## src/rtl/sram_pkg.sv

```systemverilog
// Shared types and constants for the SRAM arbiter: port ids, SRAM op
// encodings, and the request/tag records carried through the pipeline.
package sram_pkg;

    localparam int ADDRESS_WIDTH = 15;
    localparam int DATA_WIDTH    = 32;

    // Requester identity; port 0 is instruction fetch, port 1 is load/store.
    typedef logic port_id_t;

    localparam port_id_t PORT_FETCH = 1'b0;
    localparam port_id_t PORT_LSU   = 1'b1;

    // SRAM readWrite pin encoding.
    localparam logic SRAM_READ  = 1'b1;
    localparam logic SRAM_WRITE = 1'b0;

    // One request as presented by a requester.
    typedef struct packed {
        logic                     write;
        logic [ADDRESS_WIDTH-1:0] address;
        logic [DATA_WIDTH-1:0]    data;
    } sram_req_t;

    // Identity of an in-flight access, used to steer its response.
    typedef struct packed {
        port_id_t port;
        logic     write;
    } sram_tag_t;

    // Map a requester's write flag onto the SRAM readWrite pin.
    function automatic logic sram_op(input logic write);
        logic op;
        if (write) begin
            op = SRAM_WRITE;
        end else begin
            op = SRAM_READ;
        end
        return op;
    endfunction

endpackage

```

## src/rtl/rr_arbiter2.sv

```systemverilog
// Two-way arbiter: combinational grant with a registered preference pointer.
// In round-robin mode the pointer moves to the port that was not just served;
// in fixed mode port 0 is always preferred.
module rr_arbiter2 #(
    parameter bit FIXED_PRIORITY = 1'b0
) (
    input  logic clock,
    input  logic reset,
    input  logic valid0,
    input  logic valid1,
    output logic ready0,
    output logic ready1,
    output logic accept,
    output logic grant_port
);

    import sram_pkg::*;

    port_id_t preferred_r;
    port_id_t pick_s;

    // Choose the winner: a lone requester wins, a tie goes to the preferred port.
    always_comb begin
        pick_s = PORT_FETCH;
        if (valid0 && valid1) begin
            pick_s = preferred_r;
        end else if (valid1) begin
            pick_s = PORT_LSU;
        end else begin
            pick_s = PORT_FETCH;
        end
    end

    // Qualify the pick with its valid; no grant is ever given during reset.
    always_comb begin
        ready0 = 1'b0;
        ready1 = 1'b0;
        if (reset) begin
            ready0 = 1'b0;
            ready1 = 1'b0;
        end else begin
            ready0 = valid0 && (pick_s == PORT_FETCH);
            ready1 = valid1 && (pick_s == PORT_LSU);
        end
    end

    assign accept     = ready0 | ready1;
    assign grant_port = pick_s;

    // Move preference away from the port just served (pinned to port 0 in fixed mode).
    always_ff @(posedge clock) begin
        if (reset) begin
            preferred_r <= PORT_FETCH;
        end else if (FIXED_PRIORITY) begin
            preferred_r <= PORT_FETCH;
        end else if (accept) begin
            preferred_r <= ~pick_s;
        end else begin
            preferred_r <= preferred_r;
        end
    end

endmodule

```

## src/rtl/sram_arbiter.sv

```systemverilog
// Arbiter and sequencer in front of the single-port synchronous SRAM.
// Edge N (acceptance) loads the SRAM command registers, the SRAM executes at
// edge N+1 while the response stage captures the tag, and the response is
// presented during cycle N+2 on the originating port. Read data comes straight
// from the SRAM output register, which is valid in exactly that cycle.
module sram_arbiter #(
    parameter int ADDRESS_WIDTH  = sram_pkg::ADDRESS_WIDTH,
    parameter int DATA_WIDTH     = sram_pkg::DATA_WIDTH,
    parameter bit FIXED_PRIORITY = 1'b0
) (
    input  logic                     clock,
    input  logic                     reset,

    input  logic                     req0_valid,
    input  logic                     req0_write,
    input  logic [ADDRESS_WIDTH-1:0] req0_address,
    input  logic [DATA_WIDTH-1:0]    req0_data,
    output logic                     req0_ready,
    output logic                     rsp0_valid,
    output logic [DATA_WIDTH-1:0]    rsp0_data,

    input  logic                     req1_valid,
    input  logic                     req1_write,
    input  logic [ADDRESS_WIDTH-1:0] req1_address,
    input  logic [DATA_WIDTH-1:0]    req1_data,
    output logic                     req1_ready,
    output logic                     rsp1_valid,
    output logic [DATA_WIDTH-1:0]    rsp1_data,

    output logic                     sram_enable,
    output logic                     sram_readWrite,
    output logic [ADDRESS_WIDTH-1:0] sram_address,
    output logic [DATA_WIDTH-1:0]    sram_dataIn,
    input  logic [DATA_WIDTH-1:0]    sram_dataOut
);

    import sram_pkg::*;

    // Grant signals
    logic                     ready0_s;
    logic                     ready1_s;
    logic                     accept_s;
    port_id_t                 grant_port_s;

    // Fields of the granted request
    logic                     grant_write_s;
    logic [ADDRESS_WIDTH-1:0] grant_address_s;
    logic [DATA_WIDTH-1:0]    grant_data_s;

    // Issue stage: SRAM command registers plus tag
    logic                     sram_enable_r;
    logic                     sram_read_write_r;
    logic [ADDRESS_WIDTH-1:0] sram_address_r;
    logic [DATA_WIDTH-1:0]    sram_data_in_r;
    sram_tag_t                issue_tag_r;

    // Response stage
    logic                     rsp_valid_r;
    sram_tag_t                rsp_tag_r;
    logic [DATA_WIDTH-1:0]    rsp_payload_s;

    rr_arbiter2 #(
        .FIXED_PRIORITY (FIXED_PRIORITY)
    ) u_arb (
        .clock      (clock),
        .reset      (reset),
        .valid0     (req0_valid),
        .valid1     (req1_valid),
        .ready0     (ready0_s),
        .ready1     (ready1_s),
        .accept     (accept_s),
        .grant_port (grant_port_s)
    );

    assign req0_ready = ready0_s;
    assign req1_ready = ready1_s;

    // Select the fields of whichever port holds the grant.
    always_comb begin
        grant_write_s   = req0_write;
        grant_address_s = req0_address;
        grant_data_s    = req0_data;
        case (grant_port_s)
            PORT_FETCH: begin
                grant_write_s   = req0_write;
                grant_address_s = req0_address;
                grant_data_s    = req0_data;
            end
            PORT_LSU: begin
                grant_write_s   = req1_write;
                grant_address_s = req1_address;
                grant_data_s    = req1_data;
            end
            default: begin
                grant_write_s   = req0_write;
                grant_address_s = req0_address;
                grant_data_s    = req0_data;
            end
        endcase
    end

    // Issue stage: load the SRAM command on acceptance, otherwise idle the SRAM
    // while keeping address and data where they were.
    always_ff @(posedge clock) begin
        if (reset) begin
            sram_enable_r     <= 1'b0;
            sram_read_write_r <= SRAM_READ;
            sram_address_r    <= '0;
            sram_data_in_r    <= '0;
            issue_tag_r       <= '0;
        end else if (accept_s) begin
            sram_enable_r     <= 1'b1;
            sram_read_write_r <= sram_op(grant_write_s);
            sram_address_r    <= grant_address_s;
            sram_data_in_r    <= grant_data_s;
            issue_tag_r       <= '{port: grant_port_s, write: grant_write_s};
        end else begin
            sram_enable_r     <= 1'b0;
            sram_read_write_r <= sram_read_write_r;
            sram_address_r    <= sram_address_r;
            sram_data_in_r    <= sram_data_in_r;
            issue_tag_r       <= issue_tag_r;
        end
    end

    assign sram_enable    = sram_enable_r;
    assign sram_readWrite = sram_read_write_r;
    assign sram_address   = sram_address_r;
    assign sram_dataIn    = sram_data_in_r;

    // Response stage: follow the issued command by one edge, alongside the SRAM.
    always_ff @(posedge clock) begin
        if (reset) begin
            rsp_valid_r <= 1'b0;
            rsp_tag_r   <= '0;
        end else begin
            rsp_valid_r <= sram_enable_r;
            rsp_tag_r   <= issue_tag_r;
        end
    end

    // Reads return the SRAM output word; write acknowledges carry zero.
    always_comb begin
        rsp_payload_s = '0;
        if (rsp_tag_r.write) begin
            rsp_payload_s = '0;
        end else begin
            rsp_payload_s = sram_dataOut;
        end
    end

    // Steer the response strobe and payload to the tagged port only.
    always_comb begin
        rsp0_valid = 1'b0;
        rsp1_valid = 1'b0;
        rsp0_data  = '0;
        rsp1_data  = '0;
        if (rsp_valid_r && !reset) begin
            case (rsp_tag_r.port)
                PORT_FETCH: begin
                    rsp0_valid = 1'b1;
                    rsp0_data  = rsp_payload_s;
                end
                PORT_LSU: begin
                    rsp1_valid = 1'b1;
                    rsp1_data  = rsp_payload_s;
                end
                default: begin
                    rsp0_valid = 1'b0;
                    rsp1_valid = 1'b0;
                end
            endcase
        end else begin
            rsp0_valid = 1'b0;
            rsp1_valid = 1'b0;
        end
    end

endmodule

```

## config.mk

```make
export PLATFORM = sky130hd
export DESIGN_NAME = sram_arbiter
export DESIGN_NICKNAME = d
export VERILOG_FILES = /design/src/rtl/sram_pkg.sv /design/src/rtl/rr_arbiter2.sv /design/src/rtl/sram_arbiter.sv
export SDC_FILE = /design/constraint.sdc
export NUM_CORES = 1
export LEC_CHECK = 0
export CORE_MARGIN = 1
export CORE_UTILIZATION = 35
export DETAILED_ROUTE_END_ITERATION = 6
export PLACE_DENSITY = 0.81
export SLEW_MARGIN = 20
export SYNTH_ARGS = -nofsm -noshare
export SYNTH_HDL_FRONTEND = slang
export SYNTH_SLANG_ARGS = --single-unit
```

## constraint.sdc

```tcl
create_clock -name clock -period 1.5 [get_ports clock]
set_input_delay 0.225 -clock clock [delete_from_list [all_inputs] [get_ports clock]]
set_output_delay 0.225 -clock clock [all_outputs]
set_load 0.005 [all_outputs]
```

Word-level counts from Yosys, hierarchy flattened
Cells that the tools add are included.
{"block": "totals", "elab_cells": 35, "register_bits": 55, "in_bits": 132}
{"block": "op_classes", "bitwise": 2, "reduce_logical": 5, "mux": 18}
{"op": "$mux 32", "count": 5}
{"op": "$pmux 32 s2", "count": 1}
{"op": "$pmux 15 s2", "count": 1}
{"op": "$mux 1", "count": 10}
{"op": "$logic_and 1x1->1", "count": 4}
{"op": "$pmux 1 s2", "count": 1}
{"op": "$logic_not 1->1", "count": 1}
{"op": "$not 1->1", "count": 1}
{"op": "$or 1x1->1", "count": 1}

Longest topological paths before layout
Gate-level depths: netlist (run 1).
{"block": "depth", "word_depth": 7, "ltp_mapped": 6}

Hierarchy
From an unflattened synthesis (run 1), not the netlist that was laid out.
{"block": "hier_totals", "hier_cells": 323, "hier_area_um2": 2871.5}
{"mod": "sram_arbiter", "cells_per_inst": 313, "area_per_inst_um2": 2800.2, "seq_area_each_um2": 1081.0, "instances": 1}
{"mod": "rr_arbiter2", "cells_per_inst": 10, "area_per_inst_um2": 71.3, "seq_area_each_um2": 20.0, "instances": 1}

Worst setup path before layout (run 1)
No wires, ideal clock.
{"block": "synth_path", "path_kind": "register to output", "start": "register rsp_tag_r[1] in the netlist's numbering", "end": "output port rsp0_data[22]", "arrival_time_ns": 1.046, "slack_ns": 0.229, "stages_incl_launch_ff": 5, "required_time_ns": 1.275, "cell_sequence": "dfxtp_1 -> or3b_1 -> buf_2 -> buf_6 -> nor2_1"}
{"block": "synth_between", "elab_chain_cells": 2}
{"item": "from (decl)", "line_no": "sram_arbiter.sv:59", "rtl": "sram_tag_t rsp_tag_r;"}
{"item": "from (signal assigned)", "line_no": "sram_arbiter.sv:138", "rtl": "rsp_tag_r <= issue_tag_r;"}
{"item": "$mux 32", "line_no": "sram_arbiter.sv:159", "rtl": "case (rsp_tag_r.port)"}
{"item": "$mux 32", "line_no": "sram_arbiter.sv:158", "rtl": "if (rsp_valid_r && !reset) begin"}
{"item": "to (decl)", "line_no": "sram_arbiter.sv:20", "rtl": "output logic [DATA_WIDTH-1:0] rsp0_data,"}
No other way between the ends.

Final worst setup path (run 1)
{"block": "layout_path", "start": "register rsp_valid_r", "end": "output port rsp0_data[17]"}
{"block": "layout_between", "elab_chain_cells": 2}
{"item": "from (decl)", "line_no": "sram_arbiter.sv:58", "rtl": "logic rsp_valid_r;"}
{"item": "from (signal assigned)", "line_no": "sram_arbiter.sv:137", "rtl": "rsp_valid_r <= sram_enable_r;"}
{"item": "$logic_and 1x1->1", "line_no": "sram_arbiter.sv:158"}
{"item": "$mux 32", "line_no": "sram_arbiter.sv:158"}
No other way between the ends.

==> flow_summary.toml, run 1 <==
[cells_and_area]
drive_gt1_share_pct = 36.9
antenna-diode-count = 0
nets = 737
utilization_pct = 68.8
final_common_cell = "clkdlybuf4s50_1"
mostFrequentLayoutCells = "clkdlybuf4s50_1 (178), buf_2 (56), dfxtp_1 (52)"
area_growth_pct = 87.3
stdcell_count = 734

[global_route]
grt_usage_pct = 23.2
antenna_found_initial = 1
grt_pass1_wl_microns = 18500
grt_max_degree = 53
grt_overflow = 0
grt_pass1_vias = 3651

[floorplan]
floorplan.initialDensity_pct = 36.7
die_y_microns = 101
die_area_sq_mm = 0.0102
coreArea_sq_mm = 0.00937
num_rows = 35
num_io_pins = 249
die_w_microns = 101

[placement]
portBuffers = 248
gp_congestion = 0.700
placedCellCount = 710
dpl.hpwl_microns = 8590

[synthesis]
ys_ff_latch = 55
syn_inst = 355
synthArstFlopShare_pct = 0
syn_avg_cell_area_sq_um = 9.69
synth_cell_types = 27
syn_area_sq_mm = 0.00344
yosys_most_used_dff = "dfxtp_1"
synth_top_area_cell = "dfxtp_1"
synth_area_leaders = "dfxtp_1 (32%), a221oi_2 (21%), mux2i_1 (14%), nor2b_1 (9.1%), nor2_1 (7.3%)"
synth_seq_area_share_pct = 32.0
synth_top_area_share_pct = 32.0
synth-edff-count = 0
yosys_warnings = 0
synth_nets = 487

[sta]
slew_viol_final = 0
rsz0062_at_grt = "yes"
fin_skew_ns = 0.00162
slew_headroom_pct = 42.2
tightest_slew_ns = 0.866
period_minus_slack_ns = 1.81
setup_slack_ns = -0.314
finalSetupViolations = 37
finalCritPeriodShare_pct = 121
fmax_mhz = 551
hold_violations = 0

[pwr]
peakVddDrop_uv = 418
power.leakage_nw = 2.65
power_w = 0.00391
powerDensity_mw_per_mm2 = 606

[setup_path]
crit_chain = "or3b_4 > buf_16 > buf_6 > nor2_1 > buf_2"
crit_type = "register to primary output"
rr_endpoint = "sram_dataIn[4]"
crit_fanout = 5
rr_startpoint = "u_arb.preferred_r"
reg2reg_depth = 4
critical_path.startpoint_type = "register"
cp_slowest_stage_delay_ns = 0.44
crit_arrival_ns = 1.59
critPathCaptureType = "primary output"
ff2ff_setup_slack_ns = 0.14
cp_slowest_cell = "or3b_4"
crit_required_ns = 1.27

[hold_path]
min_to = "u_arb.preferred_r"
hold_path_depth = 3
hp-class = "primary input to register"
hp-start = "reset"

[clock_network]
clockBufferDepth = 2
cts-buffers-inserted = 5
cts_root_buf = "clkbuf_8"
h-tree-depth = 2
clk_latency_ns = 0.30
cts_tree = "yes"
cts.reportedPaths.clkPinSlew_ns = 0.10
hold_buffers = 0
cts_sinks = 55

[status]
outcome = "finished with violations"
violations = "negative setup slack"

[detailed_routing]
drc = 0
drt-vias-per-instance = 5.01
drt-total-wl_microns = 12800
wl_per_cell_microns = 17.5
vias = 3678
ant_nets = 0
first_pass_iters = 4
first_iter_violations = 67

[flow_run]
drv_cap = 0
metal layers:
metal / vias up / track usage (%) / routed length [microns]
li1: 1742 / - / -
met1: 1743 / 22.7 / 4490
met2: 160 / 44.6 / 6820
met3: 31 / 8.28 / 1140
met4: 2 / 8.81 / 376
met5: - / 0 / 10
synth_stat cells, types with 3 or more instances:
master and number:
buf_6 11, nor2_1 67, clkbuf_4 4, buf_2 11
nor2b_1 50, a221oi_2 47, clkbuf_1 11, inv_1 3
nand2b_1 33, mux2i_1 47, dfxtp_1 55
power breakdown:
part           total, W  switching (W)  internal, W  leakage, nW
sequential      0.00165      0.0000625      0.00159        0.459
combinational   0.00141       0.000578     0.000837         2.15
clock          0.000844       0.000479     0.000364       0.0470
total           0.00391        0.00112      0.00279         2.65
through the flow:
step / TNS [ns] / instance area [sq um] / hold WS (ns) / setup WS [ns]
after global routing: -12.60 / 6440 / 0.259 / -0.381
final: -8.86 / 6440 / 0.255 / -0.314
after CTS: -11.18 / 6160 / 0.251 / -0.297
after floorplan: 0 / 3440 / 0.309 / 0.229
after detailed placement: -24.28 / 5980 / 0.458 / -0.352
after global placement: -22.50 / 5980 / 0.443 / -0.323
cell type report:
class                   count  area (sq um)
fillers                   753          2930
repair buffers            281          2670
multi-input cells         258          2410
flip-flops and latches     55          1100
well taps                 129           161
clock buffers               6          82.6
inverters                   4          15.0
clock inverters             1          5.00
critical path: cells and delay by family (launching register included):
kind | cells | cell delay [ns]
flops | 1 | 0.33
buf+inv | 3 | 0.41
simple gates | 2 | 0.54
flip-flops by register name (all words and copies together) (netlist names):
signal / flops
u_arb.preferred_r: 1
sram_address: 15
sram_readWrite: 1
issue_tag_r: 2
rsp_valid_r: 1
rsp_tag_r: 2
sram_dataIn: 32
sram_enable: 1
how the worst max path moves through the flow:
stage,endpoint,from,slack [ns],cells after the start
2_1_floorplan,rsp0_data[22],rsp_tag_r[1],0.23,4
3_3_place_gp,req0_ready,req1_valid,-0.32,4
3_5_place_dp,req0_ready,req1_valid,-0.35,4
4_1_cts,rsp0_data[25],rsp_valid_r,-0.30,5
5_1_grt,rsp0_data[17],rsp_valid_r,-0.38,5
6_report,rsp0_data[17],rsp_valid_r,-0.31,5
repair_timing:
item,CTS,global route
setup endpoints to repair,68,69
pin swaps,33,3
endpoints found under the hold margin,0,0
gates cloned,5,1
buffers inserted,13,0
gates resized for setup,319,81
cell families (layout without fill, tap and decap cells):
logic type	after synthesis	count (layout)	synth area share, %
AOI/OAI and AO/OA	54	54	22.4
buffers and inverters	42	292	7.93
DFF	55	55	32.0
muxes	47	47	13.7
and+or+nand+nor	157	157	24.0
(Power assumes the default switching activity.)
==> inputs of run 2 (changes only) <==
CORE_MARGIN = 10   (was 1)
GPL_TIMING_DRIVEN = 0   (was not set)
clock period = 1.93 ns   (was 1.5 ns; I/O delays follow)
==> run 2 against run 1 <==
Largest cell class unchanged. Design area shrank 4.9%. Hold slack gained 0.074 ns. The run now ends clean. Combinational power shrank 25%.
==> flow_summary.toml, run 2 (synthesis gave the netlist of run 1 again) <==
[clock_network]
clockBufferDepth = 2
cts-buffers-inserted = 5
cts.reportedPaths.clkPinSlew_ns = 0.11
h-tree-depth = 2
clk_latency_ns = 0.31
cts_sinks = 55
hold_buffers = 0
cts_tree = "yes"
cts_root_buf = "clkbuf_8"

[pwr]
powerDensity_mw_per_mm2 = 489
p_int_w = 0.00213
power_frac_comb_pct = 35.4
seqPwrFrac_pct = 42.8
sw_frac_of_total_pct = 28.8
peakVddDrop_uv = 384
switching_power_w = 0.000862
p_clk_share_pct = 21.8
power.leakage_nw = 2.73

[setup_path]
rr_startpoint = "u_arb.preferred_r"
crit_required_ns = 1.64
crit_arrival_ns = 1.55
critical_path.startpoint_type = "register"
crit_chain = "nand2b_2 > buf_6 > buf_12 > and2_4 > nor3_4 > buf_2"
crit_fanout = 10
rr_endpoint = "sram_address[6]"
reg2reg_depth = 5
cp_slowest_cell = "dfxtp_2"
critPathCaptureType = "primary output"
cp_slowest_stage_delay_ns = 0.33
critPathBufInv = 3
crit_type = "register to primary output"
ff2ff_setup_slack_ns = 0.58
crit_family = "simple AND/OR/NAND/NOR gates"

[sta]
tightest_slew_ns = 0.384
rsz0062_at_grt = "no"
finalSetupViolations = 0
period_minus_slack_ns = 1.84
fmax_mhz = 543
setup_slack_ns = 0.0875
slew_headroom_pct = 74.4
finalCritPeriodShare_pct = 95.5
hold_violations = 0
slew_viol_final = 0
fin_skew_ns = 0.0104

[floorplan]
die_y_microns = 119
coreArea_sq_mm = 0.00968
num_rows = 36
floorplan.initialDensity_pct = 35.5
die_area_sq_mm = 0.0142
num_io_pins = 249
die_w_microns = 119

[placement]
gp_congestion = 0.851
placedCellCount = 735
portBuffers = 247
dpl.hpwl_microns = 11700
pre_cts_slack_ns = -0.521

[hold_path]
hp-start = "reset"
hold_path_depth = 2
min_to = "rsp_tag_r[1]"
hp-class = "primary input to register"

[flow_run]
drv_cap = 0

[cells_and_area]
area_growth_pct = 78.1
final_common_cell = "clkdlybuf4s50_1"
stdcell_count = 750
nFillCells = 903
mostFrequentLayoutCells = "clkdlybuf4s50_1 (178), nor2_1 (65), dfxtp_1 (51)"
drive_gt1_share_pct = 22.7
largest_reg_flops = 32
nets = 747
utilization_pct = 63.3

[global_route]
grt_pass1_vias = 4013
grt_usage_pct = 18.8
grt_max_degree = 17
grt_pass1_wl_microns = 22000
grt_overflow = 0
antenna_found_initial = 1

[detailed_routing]
first_pass_iters = 4
ant_nets = 0
vias = 3641
wl_per_cell_microns = 19.0
drt-total-wl_microns = 14300
drc = 0
drt-vias-per-instance = 4.85
first_iter_violations = 184

[status]
outcome = "complete, no violations"
-- run 2: cell type report --
| class | count | area, sq um | area share [%] |
|---|---|---|---|
| Tap cell | 133 | 166 | 2.72 |
| Clock inverter | 2 | 12.5 | 0.204 |
| Inverter | 4 | 15.0 | 0.245 |
| Clock buffer | 6 | 72.6 | 1.18 |
| Antenna cell | 1 | 2.50 | 0.0408 |
| Buffer | 38 | 318 | 5.19 |
| Timing Repair Buffer | 253 | 2340 | 38.1 |
| Multi-Input combinational cell | 258 | 2100 | 34.2 |
| Sequential cell | 55 | 1110 | 18.0 |
-- run 2: worst max path at each step --
stage	start	endpoint	slack, ns	cells after the start
finish	u_arb.preferred_r	req0_ready	0.09	6
global route	rsp_valid_r	rsp0_valid	0.03	5
CTS	rsp_tag_r[1]	rsp0_data[11]	0.002	5
detailed placement	req1_valid	req0_ready	-0.52	5
global placement	req1_valid	req0_ready	-0.48	5
floorplan	rsp_tag_r[1]	rsp0_data[22]	0.59	4
-- run 2: what timing repair did --
item | 4_1_cts | 5_1_grt
setup endpoints to repair | 68 | 34
setup buffers | 3 | 1
pin swaps | 1 | 2
gates resized for setup | 120 | 45
gates cloned | 2 | 0
-- run 2: power by group through the flow --
stage	Sequential, W	Clock (W)	Combinational, W
final	0.00128	0.000654	0.00106
after global routing	0.00129	0.000697	0.00114
after CTS	0.00128	0.000671	0.00107
after detailed placement	0.00131	0	0.00106
after global placement	0.00130	0	0.00104
after floorplan	0.00131	0	0.000463
-- run 2: worst register-to-register path, stage by stage, from the launching register on --
cell,delay (ns)
dfxtp_2,0.33
nand2b_2,0.17
buf_6,0.14
buf_4,0.13
buf_2,0.21
a221oi_2,0.28
-- run 2: layer usage --
| layer | wire length, microns | vias up | track usage (%) |
|---|---|---|---|
| li1 | - | 1758 | - |
| met1 | 5470 | 1710 | 19.1 |
| met2 | 7410 | 158 | 36.0 |
| met3 | 1110 | 15 | 6.24 |
| met4 | 251 | 0 | 4.35 |
| met5 | 0 | - | 0 |
-- run 2: metrics by stage --
stage	power (W)	hold slack (ns)	setup TNS [ns]	instance area, sq um
after floorplan	0.00177	0.374	0	3440
after global placement	0.00234	0.444	-22.71	6080
after detailed placement	0.00237	0.451	-23.50	6080
after CTS	0.00302	0.320	0	6220
after global routing	0.00313	0.341	0	6130
final	0.00300	0.328	0	6130
